<file path="config.mk">
export PLATFORM = sky130hd
export DESIGN_NAME = restoring_divider
export DESIGN_NICKNAME = d
export VERILOG_FILES = /design/src/rtl/arith_pkg.sv /design/src/rtl/div_step.sv /design/src/rtl/restoring_divider.sv
export SDC_FILE = /design/constraint.sdc
export NUM_CORES = 1
export LEC_CHECK = 0
export ABC_AREA = 1
export CAP_MARGIN = 20
export CORE_MARGIN = 2
export CORE_UTILIZATION = 40
export DETAILED_ROUTE_END_ITERATION = 10
export PLACE_DENSITY_LB_ADDON = 0.15
export SYNTH_ARGS = -nofsm -noshare
export SYNTH_HDL_FRONTEND = slang
export SYNTH_SLANG_ARGS = --single-unit
</file>
<file path="constraint.sdc">
create_clock -name clk -period 2 [get_ports clk]
set_clock_uncertainty 0.15 [all_clocks]
set_input_delay 0.6 -clock clk [delete_from_list [all_inputs] [get_ports clk]]
set_output_delay 0.6 -clock clk [all_outputs]
set_load 0.05 [all_outputs]
</file>
<file path="src/rtl/arith_pkg.sv">
// Shared definitions for the sequential arithmetic blocks (divider, multiplier):
// FSM state encoding and default operand widths.
package arith_pkg;

  typedef enum logic [1:0] {
    IDLE = 2'd0,
    RUN  = 2'd1,
    FIX  = 2'd2,
    DONE = 2'd3
  } state_t;

  localparam int ARITH_DW_N = 8;
  localparam int ARITH_DW_D = 4;

endpackage

</file>
<file path="src/rtl/div_step.sv">
// One restoring-division iteration on unsigned magnitudes: shift in the next
// dividend bit, trial-subtract the divisor, keep or restore.
module div_step #(
  parameter int DW_D = 4
) (
  input  logic [DW_D-1:0] rem_in,
  input  logic            bit_in,
  input  logic [DW_D-1:0] dmag,
  output logic [DW_D-1:0] rem_out,
  output logic            q_bit
);

  // Partial remainder is one bit wider than the divisor so the shift cannot lose data.
  logic [DW_D:0] shifted;

  assign shifted = {rem_in, bit_in};
  assign q_bit   = (shifted >= {1'b0, dmag});
  // The kept remainder is always below dmag, so it fits DW_D bits.
  assign rem_out = q_bit ? DW_D'(shifted - {1'b0, dmag}) : shifted[DW_D-1:0];

endmodule

</file>
<file path="src/rtl/restoring_divider.sv">
// Signed sequential restoring divider: magnitudes are divided MSB first, then
// signs are applied and the quotient range-checked in a final fix-up cycle.
module restoring_divider
  import arith_pkg::*;
#(
  parameter int DW_N = ARITH_DW_N,
  parameter int DW_D = ARITH_DW_D
) (
  input  logic                    clk,
  input  logic                    reset,
  input  logic [DW_N-1:0]         dividend,
  input  logic [DW_D-1:0]         divisor,
  input  logic                    start,
  output logic [DW_D-1:0]         quotient,
  output logic [DW_D-1:0]         remainder,
  output logic [$clog2(DW_N)-1:0] count,
  output logic                    busy,
  output logic                    done,
  output logic                    div_by_zero,
  output logic                    overflow
);

  localparam int CW = $clog2(DW_N);
  localparam logic [DW_N-1:0] Q_POS_MAX = DW_N'((1 << (DW_D - 1)) - 1);
  localparam logic [DW_N-1:0] Q_NEG_MAG = DW_N'(1 << (DW_D - 1));

  state_t          state;
  // Dividend magnitude shifts out MSB first while quotient bits shift in at the LSB.
  logic [DW_N-1:0] dvd_reg;
  logic [DW_D-1:0] dsr_mag;
  logic [DW_D-1:0] rem_reg;
  logic            dvd_neg;
  logic            dsr_neg;

  logic [DW_N-1:0] dvd_abs;
  logic [DW_D-1:0] dsr_abs;
  logic [DW_D-1:0] rem_next;
  logic            q_bit;
  logic            q_neg;
  logic            fix_ovf;
  logic [DW_D-1:0] q_fix;
  logic [DW_D-1:0] r_fix;

  assign dvd_abs = dividend[DW_N-1] ? -dividend : dividend;
  assign dsr_abs = divisor[DW_D-1] ? -divisor : divisor;

  div_step #(.DW_D(DW_D)) u_step (
    .rem_in  (rem_reg),
    .bit_in  (dvd_reg[DW_N-1]),
    .dmag    (dsr_mag),
    .rem_out (rem_next),
    .q_bit   (q_bit)
  );

  // Negative results may reach magnitude 2^(DW_D-1); positive ones stop one short.
  assign q_neg   = dvd_neg ^ dsr_neg;
  assign fix_ovf = q_neg ? (dvd_reg > Q_NEG_MAG) : (dvd_reg > Q_POS_MAX);
  assign q_fix   = q_neg ? -dvd_reg[DW_D-1:0] : dvd_reg[DW_D-1:0];
  assign r_fix   = dvd_neg ? -rem_reg : rem_reg;

  always_ff @(posedge clk or negedge reset) begin
    if (!reset) begin
      state       <= IDLE;
      dvd_reg     <= '0;
      dsr_mag     <= '0;
      rem_reg     <= '0;
      dvd_neg     <= 1'b0;
      dsr_neg     <= 1'b0;
      quotient    <= '0;
      remainder   <= '0;
      count       <= '0;
      busy        <= 1'b0;
      done        <= 1'b0;
      div_by_zero <= 1'b0;
      overflow    <= 1'b0;
    end else begin
      case (state)
        IDLE: begin
          if (start) begin
            overflow <= 1'b0;
            if (divisor == '0) begin
              div_by_zero <= 1'b1;
              quotient    <= '0;
              remainder   <= '0;
              done        <= 1'b1;
              state       <= DONE;
            end else begin
              div_by_zero <= 1'b0;
              dvd_reg     <= dvd_abs;
              dsr_mag     <= dsr_abs;
              dvd_neg     <= dividend[DW_N-1];
              dsr_neg     <= divisor[DW_D-1];
              rem_reg     <= '0;
              count       <= '0;
              busy        <= 1'b1;
              state       <= RUN;
            end
          end
        end
        RUN: begin
          dvd_reg <= {dvd_reg[DW_N-2:0], q_bit};
          rem_reg <= rem_next;
          count   <= count + 1'b1;
          if (count == CW'(DW_N - 1)) begin
            state <= FIX;
          end
        end
        FIX: begin
          overflow  <= fix_ovf;
          quotient  <= fix_ovf ? '0 : q_fix;
          remainder <= fix_ovf ? '0 : r_fix;
          busy      <= 1'b0;
          done      <= 1'b1;
          state     <= DONE;
        end
        DONE: begin
          if (!start) begin
            done  <= 1'b0;
            state <= IDLE;
          end
        end
        default: state <= IDLE;
      endcase
    end
  end

endmodule

</file>
==> run metrics <==
vias in the first global route=1852; unrepaired setup endpoints after global routing=no; crit end category=register; number of flip-flops in the largest register=8; warnings from Yosys=0; Mapped Area=between 2000 and 2500 um^2; Max Clk Rate=0.529 GHz; startpoint types=input pin; Final Hold Viols=0; leak pwr=roughly 1.5 nW; Clock Sinks=35; Antenna diodes=0; status=finished, final reports clean; DIE WIDTH=77.8 um; Root Buffer Master=clkbuf_8; largest net degree at the start of global routing=36; I/O pins=30; Synth Register Bits=35; global placement routability congestion=0.776; total of max-cap violations=0; CP Class=in -> reg; Max Slew Vio Count=0; die height=between 70 and 80 um; row cnt=26; Worst Max-Slew Pin Slew=270 ps; area growth from synthesis to layout=36.5%; Fillers=approximately 490; number of nets in the layout=370; DR iter-0 viols=75; I/O Buffers=29; post-route ant nets=0; CTS Hold Bufs=0; area of the core=5170 um^2; Max IR drop VDD=0.971 mV; initial core utilization=0.422; Rel. slew slack=0.820; Core Util, Final=0.575; Worst-path clk slew=70 ps; RR Startpoint=state[0]; layout cell share with drive strength beyond 1=0.188; PwrDens=~1600 nW/um^2; Vias/cell=roughly 4.7; All-Layer GR Usage=0.172; arrival time worst endpoint=approximately 1900 ps; GRT Residual Overflow=0; Setup crit start=divisor[0]; Num CTS Buffers=5; DRC=0; reg-to-reg endpoint=dvd_reg[2]; via count=1922; period utilisation layout=0.946; final WL=4.65 mm; library cells used by synthesis=33; CTS tree=yes; sequential cell area fraction in the yosys report=0.402; Hold/Removal Path Class=reg -> reg; placed cell area=approximately 2800 um^2; post-CTS sizing=0; flop-to-flop setup slack=170 ps; Mapped Avg Cell Area=7.63 um^2; fin area=2980 um^2; Worst Setup EP=dvd_reg[1]; Max H-tree Level=2; die area=6060 um^2; first-pass GRT wire length=~8.3 mm; final setup vio count=0; R2R depth=9; worst-skew pair later-pin latency=280 ps; Clock Tree Buf Depth=2; TritonRoute pass-1 iters=4; Post-CTS Setup Bufs=0; crit path time final=between 1500 and 2000 ps; worst path required time=2020 ps; crit path max fanout=10; post-DP HPWL=3.57 mm; initial antenna violation count=0; Post-Syn Instances=286; Mapped Nets=317; DR WL/cell=11.3 um
==> how the worst min path moves through the flow <==
stage,to,depth (start not counted),from,slack [ps]
final,dsr_mag[2],2,dsr_mag[2],350
after global routing,dsr_mag[2],2,dsr_mag[2],380
after CTS,dsr_mag[2],2,dsr_mag[2],350
after detailed placement,dsr_mag[2],2,dsr_mag[2],340
after global placement,dsr_mag[2],2,dsr_mag[2],330
after floorplan,busy,0,reset,150
==> cell families after synthesis <==
family	after synthesis	share of synthesized area
fa+ha+maj	16	0.0952
xor+xnor	7	0.0281
buf+inv	40	0.0803
compound gates	33	0.0895
simple gates	155	0.305
flops	35	0.402
==> power breakdown <==
part           switching, mW  internal (mW)
combinational           1.73           1.34
clock                  0.250          0.244
sequential             0.293           1.02
==> cell usage in the layout, fill, tap and decap left out, drive strengths merged <==
cell type,synthesis,final
o22ai,1,1
nor3b,1,1
nor3,1,1
dfrtp,35,35
nor2,29,29
and2,1,1
o211ai,1,1
inv,36,36
o21ai,21,21
clkinv,0,1
buf,3,35
or2,2,2
clkdlybuf4s50,0,14
o21a,2,2
a211oi,1,1
nand3b,1,1
o32ai,1,1
ha,15,15
nand3,20,20
xnor2,2,2
xor2,5,5
clkbuf,1,7
a21oi,6,7
nand2,100,100
fa,1,1
==> cell usage after synthesis <==
master    number  area share
o21a_1         2      0.0069
nor2_4         1      0.0052
a21oi_2        1      0.0040
buf_6          3       0.015
nand3b_1       1      0.0034
inv_2          3      0.0052
and2_1         1      0.0029
or2_4          1      0.0040
nand2_1       93        0.16
nand2_4        2       0.010
a211oi_1       1      0.0034
fa_1           1      0.0092
o21ai_0       19       0.044
inv_4          1      0.0029
nand3_2        1      0.0046
nor3_1         1      0.0023
nand2_2        5       0.014
clkbuf_1       1      0.0017
xor2_1         5       0.020
nand3_1       19       0.044
o21ai_1        2      0.0046
a21oi_4        1      0.0075
ha_1          15       0.086
nor2_1        28       0.048
xnor2_1        2      0.0080
o22ai_1        1      0.0029
a21oi_1        4      0.0092
dfrtp_1       35        0.40
o211ai_1       1      0.0034
or2_2          1      0.0029
inv_1         32       0.055
nor3b_1        1      0.0034
o32ai_1        1      0.0040
==> layout make-up <==
type,instances,area (um^2),area share
Sequential cell,35,876,0.294
Multi-Input combinational cell,212,1180,0.396
Inverter,36,138,0.0462
Clock inverter,1,5.00,0.00168
Tap cell,70,87.6,0.0294
Timing Repair Buffer,49,616,0.207
Clock buffer,7,76.3,0.0256
==> per-stage QoR <==
stage	setup slack (ps)	hold WS, ps	TNS (ps)	std cells	power, mW
floorplan	306	154	0	286	3.21
global placement	-227	329	-4940	401	4.28
detailed placement	-256	337	-5450	401	4.31
CTS	19.4	353	0	409	4.83
global route	4.85	379	0	410	5.35
finish	108	348	0	410	4.87
==> layer usage <==
metal,part of all wire,global-route usage,vias up
met5,0,0,-
met2,0.47,0.285,29
met4,0.012,0.0429,0
met1,0.48,0.225,878
met3,0.034,0.0419,7
li1,-,-,1008
==> worst max-delay path, stage by stage <==
cell,delay (ps)
clkdlybuf4s50_1,400
inv_1,70
ha_2,180
nand2_2,100
nand2_8,150
nand2_8,80
buf_4,130
o21ai_0,140
a21oi_1,60
Power figures use the tool's default switching activity.
